File: src/rtl/sync_fifo_ctrl.sv
// Single-clock FIFO with occupancy count, almost-full/empty thresholds and sticky error flags.
// Define SYNC_FIFO_FWFT_EN for first-word-fall-through reads; default is a registered read.
module sync_fifo_ctrl #(
  parameter int DSIZE      = 8,
  parameter int ASIZE      = 8,
  parameter int AFULL_LVL  = (1 << ASIZE) - 4,
  parameter int AEMPTY_LVL = 4
) (
  input  logic             clk,
  input  logic             rst_n,
  input  logic             winc,
  input  logic [DSIZE-1:0] wdata,
  input  logic             rinc,
  input  logic             clr_err,
  output logic [DSIZE-1:0] rdata,
  output logic             wfull,
  output logic             rempty,
  output logic             walmost_full,
  output logic             ralmost_empty,
  output logic [ASIZE:0]   count,
  output logic             overflow,
  output logic             underflow
);

  localparam int DEPTH = 1 << ASIZE;
  localparam logic [ASIZE:0] DEPTH_C  = (ASIZE + 1)'(DEPTH);
  localparam logic [ASIZE:0] AFULL_C  = (ASIZE + 1)'(AFULL_LVL);
  localparam logic [ASIZE:0] AEMPTY_C = (ASIZE + 1)'(AEMPTY_LVL);

  logic [DSIZE-1:0] mem_q [DEPTH];
  logic [ASIZE:0]   wptr_q, rptr_q, count_q, count_d;
  logic             wfull_q, rempty_q, afull_q, aempty_q, ovf_q, unf_q;
  logic             ovf_d, unf_d;
  logic             wr_ok, rd_ok;

  // A read frees a slot on the same edge, so a full FIFO can still accept a write.
  assign rd_ok = rinc & ~rempty_q;
  assign wr_ok = winc & (~wfull_q | rd_ok);

  always_comb begin
    // NOTE: every always_comb output gets a default first so no latch is inferred.
    count_d = count_q;
    unique case ({wr_ok, rd_ok})
      2'b10:   count_d = count_q + 1'b1;
      2'b01:   count_d = count_q - 1'b1;
      default: count_d = count_q;
    endcase
    // Setting wins over clearing so an error in the clear cycle is never lost.
    ovf_d = (winc & ~wr_ok) | (ovf_q & ~clr_err);
    unf_d = (rinc & ~rd_ok) | (unf_q & ~clr_err);
  end

  // NOTE: sequential state uses non-blocking assignments so all registers update together.
  always_ff @(posedge clk or negedge rst_n) begin
    if (!rst_n) begin
      wptr_q   <= '0;
      rptr_q   <= '0;
      count_q  <= '0;
      wfull_q  <= 1'b0;
      rempty_q <= 1'b1;
      afull_q  <= 1'b0;
      aempty_q <= 1'b1;
      ovf_q    <= 1'b0;
      unf_q    <= 1'b0;
    end else begin
      if (wr_ok) wptr_q <= wptr_q + 1'b1;
      if (rd_ok) rptr_q <= rptr_q + 1'b1;
      count_q  <= count_d;
      wfull_q  <= (count_d == DEPTH_C);
      rempty_q <= (count_d == '0);
      afull_q  <= (count_d >= AFULL_C);
      aempty_q <= (count_d <= AEMPTY_C);
      ovf_q    <= ovf_d;
      unf_q    <= unf_d;
    end
  end

  // NOTE: storage has no reset; only pointers define which words are valid.
  always_ff @(posedge clk) begin
    if (wr_ok) mem_q[wptr_q[ASIZE-1:0]] <= wdata;
  end

`ifdef SYNC_FIFO_FWFT_EN
  assign rdata = mem_q[rptr_q[ASIZE-1:0]];
`else
  logic [DSIZE-1:0] rdata_q;

  always_ff @(posedge clk or negedge rst_n) begin
    if (!rst_n)     rdata_q <= '0;
    else if (rd_ok) rdata_q <= mem_q[rptr_q[ASIZE-1:0]];
  end

  assign rdata = rdata_q;
`endif

  assign count         = count_q;
  assign wfull         = wfull_q;
  assign rempty        = rempty_q;
  assign walmost_full  = afull_q;
  assign ralmost_empty = aempty_q;
  assign overflow      = ovf_q;
  assign underflow     = unf_q;

endmodule
File: config.mk
export PLATFORM = sky130hd
export DESIGN_NAME = sync_fifo_ctrl
export DESIGN_NICKNAME = d
export VERILOG_FILES = /design/src/rtl/sync_fifo_ctrl.sv
export SDC_FILE = /design/constraint.sdc
export NUM_CORES = 2
export LEC_CHECK = 0
export ABC_AREA = 1
export CORE_MARGIN = 1
export CORE_UTILIZATION = 57
export CTS_CLUSTER_DIAMETER = 150
export CTS_CLUSTER_SIZE = 28
export DETAILED_ROUTE_END_ITERATION = 16
export DONT_BUFFER_PORTS = 1
export PLACE_DENSITY = 0.8
export SYNTH_ARGS = -nofsm -noshare
export SYNTH_HDL_FRONTEND = slang
export SYNTH_SLANG_ARGS = --single-unit
File: constraint.sdc
create_clock -name clk -period 3.05 [get_ports clk]
set_clock_uncertainty 0.05 [all_clocks]
set_input_delay 0.915 -clock clk [delete_from_list [all_inputs] [get_ports clk]]
set_output_delay 0.915 -clock clk [all_outputs]
set_load 0.1 [all_outputs]
### Yosys cells after proc, flatten, opt, wreduce, memory -nomap -nowiden

Memory sizes are Yosys's and may differ from the RTL's. A register that Yosys moved wholly into a read port is not among the register bits.
Index checks and enable logic that the tools add are counted.

* logic and storage cells: 38
* memories kept: 1
* flip-flop bits (word level): 33
* bits in writable memories: 2048
* input bits: 13
* output and inout bits: 23

* add/subtract/negate cells: 4
* reductions and logical operators: 2
* mux-type cells: 3
* magnitude comparators: 2
* eq/ne operators: 3
* bitwise logic cells: 14

Memories
* mem_q: words 256, width 8, rd ports 1, clocked after memory_dff 1, wr ports 1, line 30 `logic [DSIZE-1:0] mem_q [DEPTH];`

Operators with widths (number)
* 9-bit by 1-bit adder with 9-bit output, second input constant: 3
* 9-bit one-hot mux with 2 select lines: 1
* 9-bit == test, second input constant: 1
* 9-bit by 8-bit greater-or-equal comparator with 1-bit output, second input constant: 1
* 9-bit by 3-bit less-or-equal comparator with 1-bit output, second input constant: 1
* 9-bit logical NOT: 1
* 9-bit by 1-bit subtractor with 9-bit output, second input constant: 1
* 1-bit AND: 6
* 1-bit NOT: 5
* 1-bit bitwise OR: 3
* 2-bit by 1-bit == test with 1-bit output, second input constant: 1
* 2-bit == test, second input constant: 1
* 1-bit 2-to-1 mux: 2
* 1-bit logical NOT: 1

### Logic depth before layout (Yosys ltp)

* depth after elaboration: 7
* mapped depth: 22
* depth with buffers taken out: 21

### Worst setup path before layout

No wires, ideal clock.

* path type: in2reg
* start: in rinc
* end: reg wfull_q (netlist: wfull)
* path buffers: 0
* data arrival time: 3.309 ns
* library setup time: 0.072 ns
* slack: -0.380 ns
* data required time: 2.928 ns
* stages on the path: 17
* cells stage by stage: inv_1 -> nor2_1 -> inv_1 -> nand2_1 -> nand2_1 -> ha_1 -> or2_2 -> nand2_1 -> inv_1 -> ha_1 -> a21o_1 -> or2_2 -> nand3_1 -> o21ai_0 -> nor3_1 -> nand3_1 -> nor2_1

* word-level cells in the longest chain between the ends: 6
* elaborated cells on any way between the ends: 7
* those cells by class: eq/ne (3); mux (1); bitwise (3)

Ends and longest elaborated chain
* from (decl): line 13 `input logic rinc,`
* 1-bit AND (*): line 37 `assign rd_ok = rinc & ~rempty_q;`
* 1-bit bitwise OR: line 38 `assign wr_ok = winc & (~wfull_q | rd_ok);`
* 1-bit AND: line 38
* 2-bit by 1-bit == test with 1-bit output or 2-bit == test (tied branches): line 43 `unique case ({wr_ok, rd_ok})`
* 9-bit one-hot mux with 2 select lines (*): line 43
* net count_d[2]: line 31 `logic [ASIZE:0] wptr_q, rptr_q, count_q, count_d;`
* 9-bit == test (*): line 69 `wfull_q <= (count_d == DEPTH_C);`
* to (signal assigned): line 69
* to (decl): line 32 `logic wfull_q, rempty_q, afull_q, aempty_q, ovf_q, unf_q;`

The timed path passes the listed nets; every way through them passes the cells marked *.
A chain may end at the register's enable or synchronous reset.

==> impl_metrics.toml <==
[outcome]
status = "complete, no violations"

[power]
finalPower_w = 0.0786
powerDensity_mw_per_mm2 = 823
p_leak_nw = 36.4
pwr-share-comb_pct = 41.5
p_int_w = 0.0467
p_sw_w = 0.0319
pwr-share-seq_pct = 41.4
sw_frac_of_total_pct = 40.5
vdd_drop_max_v = 0.000670
power.clock.fraction_pct = 17.2

[die]
dieArea_sq_mm = 0.156
die_height_um = 395
num_io_pins = 36
placement_rows = 143
initial_utilization_pct = 57.7
design.core.area_sq_mm = 0.153
die_w_um = 395

[timing]
finalHoldViolations = 0
fin_setup_tns_ps = 0
slew_viol_final = 0
fmax_mhz = 332
setup_viol = 0
max_slew_margin_pct = 14.1
worstMarginPinSlew_ps = 1290
final.period_utilization_pct = 98.8
layout_min_cycle_time_ps = 3010

[synth]
ys.warnings.count = 0
synth_fp_nets = 8157
synth_area_sq_mm = 0.0880
yosys.area_share.simple_pct = 18.6
yosys_register_bits = 2087
synth_top_family_by_area = "simple AND/OR/NAND/NOR gates"
synth_cells = 8136
ys_seq_area_share_pct = 71.0
synth_compound_area_share_pct = 4.63
synth_mux_area_share_pct = 0
avgSynthCellArea_sq_um = 10.8
yosys.area_share.adder_pct = 0.114
synth-xor-area-share_pct = 0.179
yosysUniqueCellTypes = 35

[global_routing]
grt_usage_pct = 28.6
grt_max_degree = 257
grt_pass1_vias = 58065
grt_overflow = 0
antenna_found_initial = 4
grt_pass1_wl_um = 341000

[cells_and_area]
utilization_pct = 62.5
area_growth_pct = 8.40
fillCellCount = 11214
nets = 8281
design_area_sq_mm = 0.0954
drive_gt1_share_pct = 7.74
stdcell_count = 10327

[placement]
place_area_sq_mm = 0.0929
dp.cells = 10193
hpwl_um = 131000
portBuffers = 0
gp_congestion = 0.920

[clock_network]
clk_pin_slew_ps = 110
cts-buffers-inserted = 84
cts_tree = "done"
root_buffer = "clkbuf_16"
htree_num_levels = 3
clk_latency_ps = 750
cts.sinks = 2087
clock_path_buffers = 3

[critical_path]
crit_top_cell = "nand2_1"
path_max_fanout = 62
crit_type = "register to register"
cp_slowest_cell = "dfrtp_4"
critPathLaunchType = "register"
slowest_delay_ps = 570
critPathCaptureType = "register"
crit_arrival_ps = 3610
required_ps = 3650
crit_chain = "clkinv_16 > bufbuf_16 > nand2_1 > nand2_1 > nand2_1 > nand2_1 > nand2_1 > nand2_1 > inv_1 > nand2_1 > a21oi_1 > nand3_1 > nand3_1 > nand2_1 > nand2_1 > nand2_1"

[route]
maxUsedRoutingLayer = "met5"
dr.pass1.iters = 6
drt-initial-drc-count = 8442
avgRoutedWirePerCell_um = 21.8
m1WireLength_um = 82700
wl_um = 225000
drt-vias-per-instance = 5.82
postRouteAntennaNets = 0
drc = 0
vias = 60077
met2WireLength_um = 107000
routed-wl-met3_um = 25400

[flow_run]
max-cap-violations = 0

[min_path]
hp-class = "primary input to register"
-- metrics by stage --
stage | setup slack (ps) | hold slack (ps)
2_1_floorplan | 4.33 | 433
3_3_place_gp | -117 | 425
3_5_place_dp | -148 | 450
4_1_cts | 11.1 | 176
5_1_grt | -16.0 | 196
6_report | 36.3 | 206
-- cell families (layout without fill, tap and decap cells) --
kind of cell	Yosys count	in the layout
adders and majority gates	8	8
xor gates and xnor gates	18	18
buffers and inverters	1157	1317
AOI/OAI and AO/OA	762	762
other	0	1
and+or+nand+nor	4104	4104
DFF	2087	2087
-- registers in the layout, indices dropped and copies added (netlist names), 8 cells and up --
signal	count
mem_q	2048
count	9
rdata	8
rptr_q	8
wptr_q	8
-- power by group through the flow --
stage	logic (W)	clock network [W]	registers [W]
detailed placement	0.0313	0	0.0332
finish	0.0326	0.0135	0.0325
global placement	0.0305	0	0.0332
CTS	0.0316	0.0135	0.0325
floorplan	0.0197	0	0.0337
global route	0.0351	0.0145	0.0325
-- synth_stat cells --
library cell / number / area [sq um]
o21ai_0: 523 / 2620
buf_1: 43 / 161
nor3_1: 5 / 25.0
a21boi_1: 1 / 7.51
nor2_2: 1 / 6.26
nor2_1: 1249 / 4690
o21ai_1: 28 / 140
nor4_1: 2 / 12.5
a31oi_1: 1 / 6.26
a21boi_0: 2 / 15.0
dfstp_2: 2 / 52.6
inv_2: 1 / 3.75
buf_8: 2 / 30.0
buf_6: 14 / 158
buf_2: 181 / 906
nand4_1: 12 / 75.1
nand2_1: 2103 / 7890
or2_1: 1 / 6.26
dfrtp_1: 37 / 926
xor2_1: 16 / 140
inv_4: 1 / 6.26
a21oi_1: 106 / 531
xnor2_1: 2 / 17.5
a21o_1: 1 / 7.51
or2_2: 11 / 68.8
inv_1: 674 / 2530
clkbuf_1: 197 / 739
buf_4: 33 / 248
ha_1: 8 / 100
clkinv_1: 11 / 41.3
and3_1: 2 / 12.5
edfxtp_1: 2048 / 61500
o22ai_1: 1 / 6.26
o211ai_1: 99 / 743
nand3_1: 718 / 3590
-- routing by layer --
metal  track usage (%)  up-vias
li1                  -    27302
met1              38.5    28610
met2              46.7     3634
met3              4.67      525
met4              11.6        6
met5                 0        -
-- repair_timing --
| action | 4_1_cts | 5_1_grt |
|---|---|---|
| hold endpoints to repair | 39 | 0 |
| setup endpoints to repair | 7 | 8 |
| pin swaps | 0 | 0 |
| setup buffers | 0 | 6 |
| resized for setup | 3 | 8 |
| gates cloned | 1 | 2 |
| hold buffers | 2 | 0 |
-- path summary, 6_finish.rpt --
| path | start | end | slack, ps | cells after the start |
|---|---|---|---|---|
| max in group asynchronous | rst_n | rptr_q[2]$_DFFE_PN0P_ | 2060 | 2 |
| max | rptr_q[0]$_DFFE_PN0P_ | rdata[6]$_DFFE_PN0P_ | 40 | 16 |
| min in group asynchronous | rst_n | count[2]$_DFF_PN0_ | 580 | 2 |
| min reg2reg | wptr_q[6]$_DFFE_PN0P_ | wptr_q[6]$_DFFE_PN0P_ | 480 | 1 |
| max reg2reg | rptr_q[0]$_DFFE_PN0P_ | rdata[6]$_DFFE_PN0P_ | 40 | 16 |
| min | clr_err | overflow$_DFF_PN0_ | 210 | 1 |
-- worst max-delay path, delay by kind of cell, from the launching register on --
family / cells / cell delay [ps]
and+or+nand+nor: 12 / 1120
buffers and inverters: 3 / 760
AOI/OAI and AO/OA: 1 / 330
DFF: 1 / 570
-- layout make-up --
class / instances / area [sq um] / area share (%)
clock inverter: 3 / 33.8 / 0.0354
sequential: 2087 / 62500 / 65.5
antenna: 1 / 2.50 / 0.00262
inverter: 687 / 2630 / 2.76
clock buffer: 119 / 2250 / 2.36
multi-input combinational: 4892 / 20800 / 21.8
tap: 2030 / 2540 / 2.66
timing repair buffer: 508 / 4640 / 4.86
-- cells in the final DEF (no fill, tap or decap), types with 12 or more instances in the layout --
cell and count:
nand4_1 12, xor2_1 16, nor2_1 1247, edfxtp_1 2048, o21ai_0 522, clkbuf_1 34
buf_4 444, nand3_1 709, clkbuf_16 87, buf_12 54, inv_1 670, dfrtp_1 33
o211ai_1 99, a21oi_1 105, o21ai_1 27, nand2_1 2098
No activity file was read; power rests on OpenSTA's default activity.
